File: config.mk
export PLATFORM = sky130hd
export DESIGN_NAME = selector41_arbiter
export DESIGN_NICKNAME = d
export VERILOG_FILES = /design/src/rtl/sel_arb_pkg.sv /design/src/rtl/selector41.sv /design/src/rtl/selector41_arbiter.sv
export SDC_FILE = /design/constraint.sdc
export NUM_CORES = 1
export LEC_CHECK = 0
export ABC_AREA = 1
export BUFFER_PORTS_ARGS = -buffer_cell sky130_fd_sc_hd__buf_4
export CAP_MARGIN = 20
export CORE_MARGIN = 3
export CORE_UTILIZATION = 35
export CTS_CLUSTER_DIAMETER = 200
export DETAILED_ROUTE_END_ITERATION = 6
export PLACE_DENSITY = 0.57
export SLEW_MARGIN = 20
export SYNTH_ARGS = -nofsm -noshare
export SYNTH_HDL_FRONTEND = slang
export SYNTH_SLANG_ARGS = --single-unit
File: constraint.sdc
create_clock -name iCLK -period 2.2 [get_ports iCLK]
set_input_delay 0.33 -clock iCLK [delete_from_list [all_inputs] [get_ports iCLK]]
set_output_delay 0.33 -clock iCLK [all_outputs]
set_load 0.02 [all_outputs]
File: src/rtl/sel_arb_pkg.sv
// Shared definitions for selector41-based arbiters.
//   arb_state_e : IDLE / GRANT state encoding
//   NUM_SRC     : number of sources sharing one selector41
//   onehot2idx  : one-hot grant -> 2-bit select code (0 for all-zero input)
package sel_arb_pkg;

  typedef enum logic {
    IDLE  = 1'b0,
    GRANT = 1'b1
  } arb_state_e;

  localparam int NUM_SRC = 4;

  function automatic logic [1:0] onehot2idx(input logic [NUM_SRC-1:0] oh);
    return {oh[3] | oh[2], oh[3] | oh[1]};
  endfunction

endpackage

File: src/rtl/selector41.sv
// 4:1 selector for 4-bit words.
//   iC0..iC3 : data inputs
//   iS1,iS0  : select code, {iS1,iS0} = index of the routed input
//   oZ       : selected word (combinational)
module selector41 (
  input  logic [3:0] iC0,
  input  logic [3:0] iC1,
  input  logic [3:0] iC2,
  input  logic [3:0] iC3,
  input  logic       iS1,
  input  logic       iS0,
  output logic [3:0] oZ
);

  always_comb begin
    case ({iS1, iS0})
      2'd0:    oZ = iC0;
      2'd1:    oZ = iC1;
      2'd2:    oZ = iC2;
      default: oZ = iC3;
    endcase
  end

endmodule

File: src/rtl/selector41_arbiter.sv
// Round-robin scheduler sharing one selector41 among four sources. A grant
// lasts until the source drops its request or MAX_HOLD words have been taken;
// the selected word is captured into a valid/ready output register.
//   iCLK, iRST_N      : clock, asynchronous active-low reset
//   iReq[3:0]         : per-source request
//   iC0..iC3          : source data words
//   iReady            : consumer accepts oZ this cycle
//   oGnt[3:0]         : registered one-hot grant (0 when idle)
//   oAck[3:0]         : combinational, one-hot in the cycle a word is taken
//   oS1,oS0           : registered select code of the granted source
//   oZ, oValid        : registered output word and its valid flag
module selector41_arbiter
  import sel_arb_pkg::*;
#(
  parameter int MAX_HOLD = 4  // legal range 1..15 (4-bit hold counter)
) (
  input  logic       iCLK,
  input  logic       iRST_N,
  input  logic [3:0] iReq,
  input  logic [3:0] iC0,
  input  logic [3:0] iC1,
  input  logic [3:0] iC2,
  input  logic [3:0] iC3,
  input  logic       iReady,
  output logic [3:0] oGnt,
  output logic [3:0] oAck,
  output logic       oS1,
  output logic       oS0,
  output logic [3:0] oZ,
  output logic       oValid
);

  arb_state_e state_q;
  logic [3:0] gnt_q;
  logic [1:0] s_q, lp_q;
  logic [3:0] hc_q;
  logic [3:0] z_q;
  logic       vld_q;

  logic [3:0] sel_z;
  logic       load, rel;
  logic [1:0] arb_last;
  logic [3:0] gnt_d;
  logic [1:0] s_d;

  // Rotate so the source after 'last' sits at bit 0, take the lowest set
  // bit, then rotate back. 'last' ends up with lowest priority.
  function automatic logic [3:0] rr_pick(input logic [3:0] req, input logic [1:0] last);
    logic [2:0] sh;
    logic [7:0] dbl;
    logic [3:0] rot, p;
    sh  = {1'b0, last} + 3'd1;
    dbl = {req, req} >> sh;
    rot = dbl[3:0];
    p   = rot & (~rot + 4'd1);
    dbl = {p, p} << sh;
    return dbl[7:4];
  endfunction

  selector41 u_sel (
    .iC0 (iC0),
    .iC1 (iC1),
    .iC2 (iC2),
    .iC3 (iC3),
    .iS1 (s_q[1]),
    .iS0 (s_q[0]),
    .oZ  (sel_z)
  );

  assign load = (state_q == GRANT) && iReq[s_q] && (!vld_q || iReady);
  assign rel  = (state_q == GRANT) &&
                (!iReq[s_q] || (load && (hc_q == 4'(MAX_HOLD - 1))));

  // In GRANT the current holder is the one that goes to the back of the line
  // on release; lp_q is only the search origin when starting from IDLE.
  assign arb_last = (state_q == GRANT) ? s_q : lp_q;
  assign gnt_d    = rr_pick(iReq, arb_last);
  assign s_d      = onehot2idx(gnt_d);

  always_ff @(posedge iCLK or negedge iRST_N) begin
    if (!iRST_N) begin
      state_q <= IDLE;
      gnt_q   <= '0;
      s_q     <= '0;
      lp_q    <= 2'd3;
      hc_q    <= '0;
      z_q     <= '0;
      vld_q   <= 1'b0;
    end else begin
      if (load) begin
        z_q   <= sel_z;
        vld_q <= 1'b1;
      end else if (iReady) begin
        vld_q <= 1'b0;
      end

      case (state_q)
        IDLE: begin
          if (|iReq) begin
            state_q <= GRANT;
            gnt_q   <= gnt_d;
            s_q     <= s_d;
            hc_q    <= '0;
          end
        end
        GRANT: begin
          if (rel) begin
            lp_q <= s_q;
            hc_q <= '0;
            if (|iReq) begin
              // direct handover; a lone requester re-wins itself here
              gnt_q <= gnt_d;
              s_q   <= s_d;
            end else begin
              state_q <= IDLE;
              gnt_q   <= '0;
              s_q     <= '0;
            end
          end else if (load) begin
            hc_q <= hc_q + 4'd1;
          end
        end
        default: state_q <= IDLE;
      endcase
    end
  end

  assign oGnt   = gnt_q;
  assign oAck   = load ? gnt_q : 4'b0000;
  assign oS1    = s_q[1];
  assign oS0    = s_q[0];
  assign oZ     = z_q;
  assign oValid = vld_q;

endmodule

==> summary.md, run 1 <==
The run finished with clean final reports. Top cell type's share of synthesized area: 0.300. The run gives 0.956 nW as the leakage power summed over all cells. In this run, placement finished with an instance count of 289. The detail route stage leaves a number of antenna-violating nets equal to 0.

The number of nets in the synthesized netlist is 233. The register clock-pin slew on the reported worst setup and hold paths is 0.07 ns, and the final cell count without fillers is 294. Summing every instance area after synthesis gives 1330 um^2. At the pin with the least slew margin, the transition time is 0.351 ns. For this design the total switching power over the nets is 0.00132 W.

The first global-routing pass estimated 5810 um of wire. The tools report the worst vdd rail ir drop as 668 uV. After synthesis, the cell types taking the most area are dfrtp_1 (30%), nand2_1 (21%), nand3_1 (14%). The sequential cell area fraction in the yosys report was 0.340; the share of the core filled with cells in the final layout was 0.495. The run gives 0 as the number of antenna violations at the first check in global routing. The final cycle utilization of the critical path works out to 0.906. The number of vias per cell is 4.79, and the number of maximum-capacitance violations is 0.

In this run, synthesis produced a sequential element count of 18. Setup total negative slack on the finished layout was measured at 0 ns. In the synthesized netlist, the cells that appear most often are nand2_1 (74), nand3_1 (36), inv_1 (23).

Counting the buffers created by CTS gives 3. The global-route congestion overflow total was 0. The total power density per cell area is 1490 nW/um^2. The worst setup path is launched from a flop. The floorplan has 21 rows. The run gives 0.105 as the proportion of power drawn by the clock network. For the worst-skew pair, the clock arrives at the later sink with an insertion delay of 0.25 ns. For this block, the initial DRC count from the detailed router was 94. Measured along the x axis, the die boundary spans 67.7 um. The worst setup path is of the reg -> out kind. The number of input and output port buffers inserted works out to 37. The run gives 1 as the number of H-tree levels. The headroom to the max-slew limit came out at 0.764. The remaining routing DRC violations is 0. The share of synthesized flip-flops with an asynchronous set or reset works out to 1.00.

The clock tree root buffer cell was clkbuf_8. The area of the die is 4580 um^2. At the end of routability-driven placement, the weighted congestion stood at 0.894.

In this run the worst hold path is classified as in -> reg. Setup repair after global routing left no endpoint under its margin. Once layout is done, the placed cells without fillers occupy 1730 um^2.

Static timing analysis puts the maximum clock frequency at 502 MHz. The critical path endpoint category is an output pin. The logs give 0 for the number of warnings issued by yosys and 0.236 for the fraction of power consumed by sequential logic. In this run the mean area of a mapped cell was 6.41 um^2. 38 I/O pins were placed. Summing all placed instances gives a cell area of 1650 um^2.

Setup violations remaining at the end of the flow were counted as 0. Setup slack closes at 0.207 ns. The part of the total power dissipated in combinational logic is 0.659. The number of unique standard cell types used by synthesis was 27; the switching power share of the total was 0.511. Critical-path maximum fanout: 6. The average wire per cell in the routed design was 11.6 um; the internal power component was 0.00126 W.

From synthesis to final layout, the design area changed by 29.8%. Summed over all instances, the cell type with the most area after synthesis is dfrtp_1. The number of global-route vias before repair was 1,320; the sink count of the clock tree was 18. The run gives 3490 um^2 as the area inside the core boundary.

The number of detailed-route iterations in the first pass came out at 4. Summed over all nets, the half-perimeter wirelength after detailed placement is 2780 um. The net count of the finished layout is 274. The repair_antennas step left the layout with diodes totalling 0. The number of enable-type register cells in the synthesized netlist was 0. The most common cell in the synthesized netlist is nand2_1. The maximum buffer depth of the clock tree is 2, and the vertical extent of the die is 67.7 um. The detailed router placed 1,409 vias in this run.

For this run, the leading register cell type out of synthesis is dfrtp_1. The total wire length after detailed routing came out at 3400 um. The tools report the final hold violation count as 0.

STA puts the critical path data arrival time at 1.66 ns. TritonCTS built the clock tree. The run gives 0.000914 ns as the worst setup skew after layout.

The worst path needs 1.99 ns of the cycle, external delays included. Entering global routing, the biggest net connects 19 pins. The proportion of layout cells with a drive suffix above 1 is 0.234, and the critical path required time is 1.87 ns.

At the placement stage, the worst setup path has a slack of 0.286 ns. Synthesis produced 208 cells. The run gives 0.381 as the initial core utilization. For the total routing usage reported by global routing, the log shows 0.165. Buffers added to address setup during post-CTS repair amount to 0. The tools report the count of final max-slew check failures as 0.
-- kinds of logic (layout without fill, tap and decap cells) --
| group | after synthesis | in the layout | share of synthesized area |
|---|---|---|---|
| adder cells (fa/ha/maj) | 2 | 2 | 0.0188 |
| AND/OR/NAND/NOR | 135 | 135 | 0.442 |
| flip-flops | 18 | 18 | 0.340 |
| AO/OA/AOI/OAI | 22 | 22 | 0.0967 |
| XOR/XNOR | 2 | 2 | 0.0131 |
| buffers and inverters | 29 | 69 | 0.0892 |
-- critical path, stage by stage (launching register included) --
cell     delay (ns)
dfrtp_2        0.42
inv_1          0.12
nor2_4         0.14
nand2_1        0.07
nand3_1        0.12
and2_1         0.17
nand2_2        0.11
nor2_1         0.11
buf_4          0.15
-- placed cells by master, fill, tap and decap left out --
master and n:
nor3_1 1, nand2_1 73, nand3_2 1, a22o_1 1, o21ai_0 9, nand2_4 1, nand3_1 36, nand4_1 1
dlygate4sd3_1 1, buf_4 38, xor2_1 2, o21ai_1 2, inv_2 3, a21oi_1 5, ha_1 2, nor4_1 1
nor2_4 1, inv_1 23, o22ai_1 1, nand2_2 5, dfrtp_2 2, o211ai_1 1, clkbuf_8 4, a221oi_1 3
dfstp_2 2, nor2_1 13, nor2_2 1, dfrtp_1 14, and2_1 1
-- flip-flops by register name, indices dropped and copies added, names as in the netlist --
| signal | flops |
|---|---|
| s_q | 2 |
| state_q | 1 |
| oValid | 1 |
| hc_q | 4 |
| lp_q | 2 |
| oZ | 4 |
| oGnt | 4 |
-- power by group through the flow --
stage	combinational [W]	sequential (W)	clock, W
2_1_floorplan	0.00114	0.000682	0
3_3_place_gp	0.00170	0.000607	0
3_5_place_dp	0.00170	0.000609	0
4_1_cts	0.00170	0.000605	0.000276
5_1_grt	0.00197	0.000637	0.000291
6_report	0.00170	0.000611	0.000270
-- per-stage QoR --
stage | total power (W) | hold slack, ns
final | 0.00258 | 0.334
after global routing | 0.00290 | 0.341
after CTS | 0.00259 | 0.331
after detailed placement | 0.00231 | 0.211
after global placement | 0.00231 | 0.214
after floorplan | 0.00182 | 0.0344
-- routing by layer --
layer / wire length [um] / part of all wire / global-route usage / up-vias
met1: 1640 / 0.48 / 0.216 / 637
met3: 62 / 0.018 / 0.0150 / 2
met4: 30 / 0.0088 / 0.0456 / 0
li1: - / - / - / 752
met5: 0 / 0 / 0 / -
met2: 1670 / 0.49 / 0.287 / 18
-- final cells by class --
cell class | instances | area (um^2)
Inverter | 26 | 97.6
Fill cell | 358 | 1770
Sequential cell | 18 | 455
Tap cell | 46 | 57.6
Clock buffer | 4 | 55.1
Timing Repair Buffer | 39 | 295
Multi-Input combinational cell | 161 | 768
-- worst paths after layout --
path / from / end / slack (ns) / cells past startpoint
max: s_q[1] / oAck[3] / 0.21 / 8
min: iReq[0] / state_q / 0.33 / 3
min in group asynchronous: iRST_N / oZ[0] / 0.48 / 2
max in group asynchronous: iRST_N / lp_q[1] / 1.47 / 2
max reg2reg: state_q / s_q[0] / 0.36 / 8
min reg2reg: lp_q[1] / lp_q[1] / 0.50 / 2
-- repair_timing --
action                                  in CTS  in global routing
endpoints found under the hold margin       16                  0
gates resized for setup                      0                  4
endpoints found under the setup margin       0                  4
hold buffers                                 1                  0
Power figures use the tool's default switching activity.
==> run 2: changes to the inputs <==
--- a/config.mk
+++ b/config.mk
@@ -12,7 +12,9 @@
 export CORE_UTILIZATION = 35
 export CTS_CLUSTER_DIAMETER = 200
 export DETAILED_ROUTE_END_ITERATION = 6
+export GPL_ROUTABILITY_DRIVEN = 0
 export PLACE_DENSITY = 0.57
+export RECOVER_POWER = 25
 export SLEW_MARGIN = 20
 export SYNTH_ARGS = -nofsm -noshare
 export SYNTH_HDL_FRONTEND = slang
==> constraint.sdc (replaced) <==
create_clock -name iCLK -period 2.2 [get_ports iCLK]
set_input_delay 0.22 -clock iCLK [delete_from_list [all_inputs] [get_ports iCLK]]
set_output_delay 0.22 -clock iCLK [all_outputs]
set_load 0.02 [all_outputs]
==> summary.md, run 2 (same netlist as run 1, synthesis figures left out) <==
The run finished with clean final reports. The average wire per cell in the routed design is 11.7 um (+1.0%), and the number of cells on the worst hold path is 3 (unchanged). The logs give 0.163 (-0.00220) for the total routing usage reported by global routing and 54 (-43%) for the DRC marker count from the first detailed-route iteration.

The shortest period the worst path allows is 1.92 ns (-0.0685 ns), and the number of H-tree levels is 1 (unchanged). The slew at the pin closest to its max-slew limit works out to 0.959 ns (+0.608 ns). The half-perimeter wire length after detailed placement is 2810 um (+0.90%). The fraction of power consumed by sequential logic is 0.241 (+0.005), and the aggregate negative setup slack is 0 ns (unchanged). STA classifies the critical path startpoint as a flop. Maximum buffer depth of the clock tree: 2 (unchanged). The worst vdd rail ir drop came out at 657 uV (-1.7%). The total wire length after detailed routing came out at 3440 um (+1.0%).

The post-layout instance area is 1710 um^2 (-1.2%), and the register clock-pin slew on the reported worst setup and hold paths is 0.07 ns (about the same). The data arrival time at the worst-slack endpoint was 1.70 ns (+0.04 ns); the worst setup skew after layout was 0.00567 ns (+0.00476 ns). Number of buffers and inverters on the critical path: 2 (unchanged).

The post-detailed-route count of antenna-violating nets was 0 (unchanged); the largest net degree at the start of global routing was 19 (unchanged). The die extent in x came out at 67.7 um (unchanged). The run gives 0 (unchanged) as the global-route congestion overflow total. The critical-path maximum fanout was 6 (unchanged); the part of the total power dissipated in combinational logic was 0.667 (+0.008). The internal power component was 0.00122 W (-3.0%).

Setup repair after global routing left no endpoint under its margin. The final hold violation count is 0 (unchanged). The vertical extent of the die was 67.7 um (unchanged); the final cycle utilization of the critical path was 0.875 (-0.0311).

The sink count of the clock tree came out at 18 (unchanged). The cell depth of the worst flop-to-flop path is 12 (+4). Among cell families on the critical path, the largest total delay comes from simple AND/OR/NAND/NOR gates.

The root buffer cell chosen for the clock tree is clkbuf_8. Switching power share of the total: 0.514 (+0.00248). The run gives 0.25 ns (about the same) as the clock network latency to the later pin of the worst-skew pair.

TritonCTS built the clock tree. The via count is 1,423 (+0.99%). The area of the die was 4580 um^2 (unchanged); the number of vias per cell was 4.84 (+0.99%). The number of stages on the worst setup path is 8 (unchanged). The row count is 21 (unchanged), and the leakage power summed over all cells is 0.945 nW (-1.1%). The proportion of power drawn by the clock network was 0.093 (-0.012). The min-delay analysis places its worst path in the category in -> reg. Relative area change from synthesis to final layout: 28.2%. The number of maximum-capacitance violations came out at 0 (unchanged). The logs give 0.361 (-0.403) for the headroom to the max-slew limit and 0 (unchanged) for the count of final max-slew check failures. The number of nets in the finished design was 274 (unchanged); the worst hold slack after final layout was 0.236 ns (-0.0986 ns). For the first-pass GRT wire length, the log shows 5600 um (-3.6%). The critical setup path kind was reg -> out. The initial core utilization was 0.381 (unchanged); the number of endpoints failing setup at the final stage was 0 (unchanged).

In this design, the critical path's most frequently occurring cell is nand2_1. The total power density per cell area was 1470 nW/um^2 (-1.3%). Number of ports placed on the die boundary: 38 (unchanged). The remaining routing DRC violations is 0 (unchanged). The master of the slowest instance on the critical path was dfrtp_2.

In the layout the commonest cells are nand2_1 (74), buf_4 (37), nand3_1 (36). The tools report the reported net switching power as 0.00129 W (-2.1%). The run gives 0.00252 W (-2.5%) as the overall power. The number of antenna violations at the first check in global routing came out at 0 (unchanged). For the number of global-route vias before repair, the log shows 1,270 (-3.8%).

The proportion of layout cells with a drive suffix above 1 came out at 0.222 (-0.0121). The largest stage delay on the critical path works out to 0.41 ns (about the same). The run gives 0 (unchanged) as the buffers inserted during post-CTS setup optimization.

The logs give 520 MHz (+3.6%) for the maximum clock frequency and 3 (unchanged) for the number of CTS-inserted buffers. The leading cell type in the layout, fill and taps excluded is nand2_1. The cell count after placement was 289 (unchanged). For the number of detailed-route iterations in the first pass, the log shows 4 (unchanged). The critical path goes through inv_1, nor2_2, nand2_1, nand3_1, and2_1, nand2_1, nor2_1, buf_4.

The logs give 3490 um^2 (unchanged) for the area inside the core boundary and 1.98 ns (+0.11 ns) for the critical path required time. STA classifies the critical path endpoint as an output pin. The area of placed instances is 1650 um^2 (unchanged).

Number of input and output port buffers inserted: 37 (unchanged). The number of antenna diodes is 0 (unchanged). Final cell count without fillers: 294 (unchanged).
## run 2: cell types whose count changed in the layout (fill, tap and decap cells not counted), sizes merged
cell / before / now
buf: 38 / 37
clkbuf: 4 / 5
## run 2: worst paths after layout
check                        start       to  slack (ns)
min reg2reg                  oZ[0]    oZ[0]        0.50
max in group asynchronous   iRST_N   s_q[1]        0.92
max                         s_q[1]  oAck[3]        0.28
min                        iReq[0]  state_q        0.24
min in group asynchronous   iRST_N  oGnt[3]        0.63
max reg2reg                state_q   s_q[1]        0.35
## run 2: worst reg2reg max path, stage by stage, from the launching register on
cell and delay (ns):
dfrtp_1 0.49, nand2_2 0.18, nand2_2 0.24, nand2_1 0.10, nand3_1 0.08, nand2_1 0.08, nor2_2 0.15, nand2_1 0.07
nand2_1 0.09, nand3_1 0.07, nand2_1 0.08, nand2_1 0.06, nand2_1 0.08
## run 2: per-layer routing
| layer | vias up | share of wire | GRT usage |
|---|---|---|---|
| li1 | 756 | - | - |
| met1 | 637 | 0.49 | 0.214 |
| met2 | 24 | 0.47 | 0.269 |
| met3 | 6 | 0.026 | 0.0200 |
| met4 | 0 | 0.022 | 0.0633 |
| met5 | - | 0 | 0 |
## run 2: cell type report
cell class | count | area [um^2]
Fill cell | 380 | 1790
Inverter | 26 | 97.6
Sequential cell | 18 | 455
Clock buffer | 4 | 45.0
Tap cell | 46 | 57.6
Multi-Input combinational cell | 161 | 761
Timing Repair Buffer | 39 | 292
## run 2: timing repair
action                                  4_1_cts  5_1_grt
hold buffers                                  1        0
endpoints found under the hold margin        16        0
resized for setup                             0        2
endpoints found under the setup margin        0        4
## run 2: power by group through the flow
stage | Sequential [W] | Combinational, W | Clock [W]
6_report | 0.000606 | 0.00168 | 0.000233
5_1_grt | 0.000624 | 0.00192 | 0.000257
4_1_cts | 0.000602 | 0.00169 | 0.000241
3_5_place_dp | 0.000606 | 0.00169 | 0
3_3_place_gp | 0.000604 | 0.00169 | 0
2_1_floorplan | 0.000682 | 0.00114 | 0
## run 2: per-stage QoR
step,utilization,worst slack (ns)
after floorplan,-,0.310
after global placement,0.473,0.280
after detailed placement,0.473,0.305
after CTS,0.489,0.177
after global routing,0.489,0.0396
final,0.489,0.276
==> run 3: changes to the inputs <==
--- a/config.mk
+++ b/config.mk
@@ -5,7 +5,6 @@
 export SDC_FILE = /design/constraint.sdc
 export NUM_CORES = 1
 export LEC_CHECK = 0
-export ABC_AREA = 1
 export BUFFER_PORTS_ARGS = -buffer_cell sky130_fd_sc_hd__buf_4
 export CAP_MARGIN = 20
 export CORE_MARGIN = 3
@@ -13,7 +12,8 @@
 export CTS_CLUSTER_DIAMETER = 200
 export DETAILED_ROUTE_END_ITERATION = 6
 export GPL_ROUTABILITY_DRIVEN = 0
-export PLACE_DENSITY = 0.57
+export HOLD_SLACK_MARGIN = 0.15
+export PLACE_DENSITY = 0.58
 export RECOVER_POWER = 25
 export SLEW_MARGIN = 20
 export SYNTH_ARGS = -nofsm -noshare
==> summary.md, run 3 <==
The run finished with clean final reports. Leading cell type in the layout, fill and taps excluded: buf_4. The logs give 2970 um (-14%) for the total wire length after detailed routing and 0.354 (+0.0136) for the sequential cell area fraction in the yosys report. The post-layout instance area is 1680 um^2 (-1.4%), and the register clock-pin slew on the reported worst setup and hold paths is 0.07 ns (about the same).

The logs give 0 (unchanged) for the number of antenna diodes and 21 (unchanged) for the row count. Critical path required time: 1.98 ns (about the same). The sink count of the clock tree was 18 (unchanged); the net count after synthesis was 140 (-40%). The clock network latency to the later pin of the worst-skew pair is 0.26 ns (about the same). The via count was 1,123 (-21%); the number of antenna violations at the first check in global routing was 0 (unchanged). The number of maximum-capacitance violations is 0 (unchanged).

For the worst setup skew after layout, the log shows 0.00450 ns (-0.00118 ns). The tools report the number of cells produced by synthesis as 115 (-45%). Cell type contributing the most total cell area after synthesis: dfrtp_1.

The logs give 1 (unchanged) for the number of H-tree levels and 0 (unchanged) for the post-detailed-route count of antenna-violating nets. For the sequential cell area, the log shows 454 um^2 (-0.27%). The register-to-register path setup slack was 0.21 ns (-0.14 ns); the number of cells on the worst hold path was 3 (unchanged).

The maximum buffer depth of the clock tree was 2 (unchanged). The area of combinational cells with multiple inputs was 773 um^2 (+1.6%); the total power density per cell area was 1290 nW/um^2 (-12%). Category of the worst setup path launch point: a flop.

The number of detailed-route iterations in the first pass was 4 (unchanged); the number of CTS-inserted buffers was 3 (unchanged). The run gives 0 (unchanged) as the remaining routing DRC violations. The layout filler cell count came out at 315 (-17%). In the layout the commonest cells are buf_4 (42), dfrtp_1 (15), nand2_1 (12). The average instance area after synthesis is 11.1 um^2 (+74%). The area of the die is 4420 um^2 (-3.5%), and the cell depth of the worst flop-to-flop path is 5 (-7).

The relative area change from synthesis to final layout is 31.4%, and the number of global-route vias before repair is 1,085 (-15%). Critical path endpoint category: an output pin. The final cycle utilization of the critical path works out to 0.952 (+0.0774). For hold timing, the worst endpoint is oValid. Number of enable-type register cells in the synthesized netlist: 0 (unchanged). The tools report the endpoint of the worst-slack reg-to-reg timing path as s_q[1]. The top cell type's share of synthesized area was 0.313 (+0.0120); the critical-path maximum fanout was 12 (+6). The worst register-to-register path begins at state_q. The area of placed instances came out at 1610 um^2 (-2.9%). The vertical extent of the die was 66.5 um (-1.8%).

The tools report the combined area of all synthesized cells as 1280 um^2 (-3.8%). The worst hold path startpoint was iReady. The number of ports placed on the die boundary was 38 (unchanged).

The slew at the pin closest to its max-slew limit is 0.989 ns (+0.0307 ns), and the final worst setup slack is 0.105 ns (-0.170 ns). Number of input and output port buffers inserted: 37 (unchanged). The data arrival time at the worst-slack endpoint was 1.87 ns (+0.17 ns).

The proportion of layout cells with a drive suffix above 1 is 0.424 (+0.202), and the die extent in x is 66.5 um (-1.8%). By count the netlist is led by dfrtp_1 (16), nand2_1 (12), and2_1 (7). The tools report the overall power as 0.00217 W (-14%). Largest net degree at the start of global routing: 19 (unchanged). The pre-CTS worst setup slack is 0.241 ns (-0.0641 ns), and the count of final max-slew check failures is 0 (unchanged).

The global-route congestion overflow total is 0 (unchanged), and the share of synthesized flip-flops with an asynchronous set or reset is 1.00 (unchanged). The tools report the number of nets in the finished design as 184 (-33%). The logs give 0.139 (-0.0238) for the total routing usage reported by global routing and 477 MHz (-8.1%) for the maximum clock frequency. The average wire per cell in the routed design works out to 14.5 um (+24%).

TritonCTS built the clock tree. The run gives 0 ns (unchanged) as the aggregate negative setup slack. The tools report the area inside the core boundary as 3440 um^2 (-1.5%).

The tools report the number of unique standard cell types used by synthesis as 45 (+67%). By area the synthesized netlist is led by dfrtp_1 (31%), mux4_2 (8.8%), mux2_1 (5.3%). Clock tree root buffer cell: clkbuf_8. The worst hold path class is in -> reg. The register bit total from synthesis was 18 (unchanged); the half-perimeter wire length after detailed placement was 2250 um (-20%). The run gives 0 (unchanged) as the final hold violation count. The share of the core filled with cells in the final layout is 0.489 (+0.000555). The run gives 4820 um (-14%) as the first-pass GRT wire length.

The number of endpoints failing setup at the final stage is 0 (unchanged), and the shortest period the worst path allows is 2.09 ns (+0.170 ns). The logs give 0.763 nW (-19%) for the leakage power summed over all cells and 0 (unchanged) for the number of warnings issued by yosys. Setup repair after global routing left no endpoint under its margin.

The headroom to the max-slew limit is 0.340 (-0.0204). The critical setup path kind was reg -> out. The tools report the worst vdd rail ir drop as 566 uV (-14%). Most used standard cell by instance count after synthesis: dfrtp_1. The number of vias per cell works out to 5.50 (+14%).

The logs give 22 (-59%) for the DRC marker count from the first detailed-route iteration and 0.372 (-0.00908) for the initial core utilization. In the synthesized netlist the dominant register cell turns out to be dfrtp_1.
run 3: cell types whose count changed in the layout (fill, tap and decap cells not counted), moves of 5 or more:
cell / before / now
a21oi_1: 5 / 0
and2_1: 1 / 7
and3b_1: 0 / 5
buf_4: 37 / 42
inv_1: 23 / 4
mux2_1: 0 / 6
mux4_2: 0 / 5
nand2_1: 74 / 12
nand3_1: 36 / 1
nor2_1: 13 / 2
run 3: how the worst max path moves through the flow:
stage / from / end / slack, ns / cells after the start
6_report: s_q[0] / oAck[0] / 0.11 / 5
5_1_grt: s_q[0] / oAck[1] / 0.003 / 5
4_1_cts: s_q[1] / oAck[0] / 0.05 / 6
3_5_place_dp: s_q[0] / oAck[0] / 0.24 / 5
3_3_place_gp: s_q[0] / oAck[3] / 0.27 / 5
2_1_floorplan: s_q[0] / s_q[1] / 0.24 / 6
run 3: repair_timing:
item	4_1_cts	5_1_grt
resized for setup	1	0
buffers inserted	0	2
setup endpoints to repair	4	4
endpoints found under the hold margin	18	0
pin swaps	0	1
hold buffers	1	0
run 3: power breakdown:
| part | total, W | switching, W | internal [W] |
|---|---|---|---|
| combinational | 0.00128 | 0.000650 | 0.000626 |
| sequential | 0.000620 | 0.000138 | 0.000482 |
| clock | 0.000277 | 0.000118 | 0.000159 |
run 3: metrics by stage:
| step | hold WS [ns] | std cells |
|---|---|---|
| 3_3_place_gp | 0.105 | 197 |
| 6_report | 0.357 | 204 |
| 2_1_floorplan | -0.0756 | 115 |
| 3_5_place_dp | 0.108 | 197 |
| 5_1_grt | 0.367 | 204 |
| 4_1_cts | 0.355 | 202 |
run 3: cell families after synthesis:
kind of cell	count (synthesis)	share of synthesized area
XOR/XNOR	2	0.0137
multiplexers	15	0.181
AND/OR/NAND/NOR	44	0.226
flip-flops	18	0.354
buffers and inverters	9	0.0430
AO/OA/AOI/OAI	25	0.164
adder cells (fa/ha/maj)	2	0.0195
run 3: area by class of cell:
cell class                      instances  area share
Tap cell                               46      0.0342
Sequential cell                        18       0.270
Timing Repair Buffer                   44       0.195
Multi-Input combinational cell         88       0.459
Inverter                                4     0.00892
Clock buffer                            4      0.0327
run 3: worst max-delay path, cell delays in order (launching register included):
cell	delay [ns]
dfrtp_2	0.47
mux4_2	0.57
nand2_2	0.17
nor2_4	0.08
and2_1	0.18
buf_4	0.15
run 3: layer usage:
layer,GRT usage,vias up,part of all wire
li1,-,532,-
met1,0.165,546,0.44
met2,0.248,38,0.48
met3,0.0253,7,0.061
met4,0.0508,0,0.018
met5,0,-,0
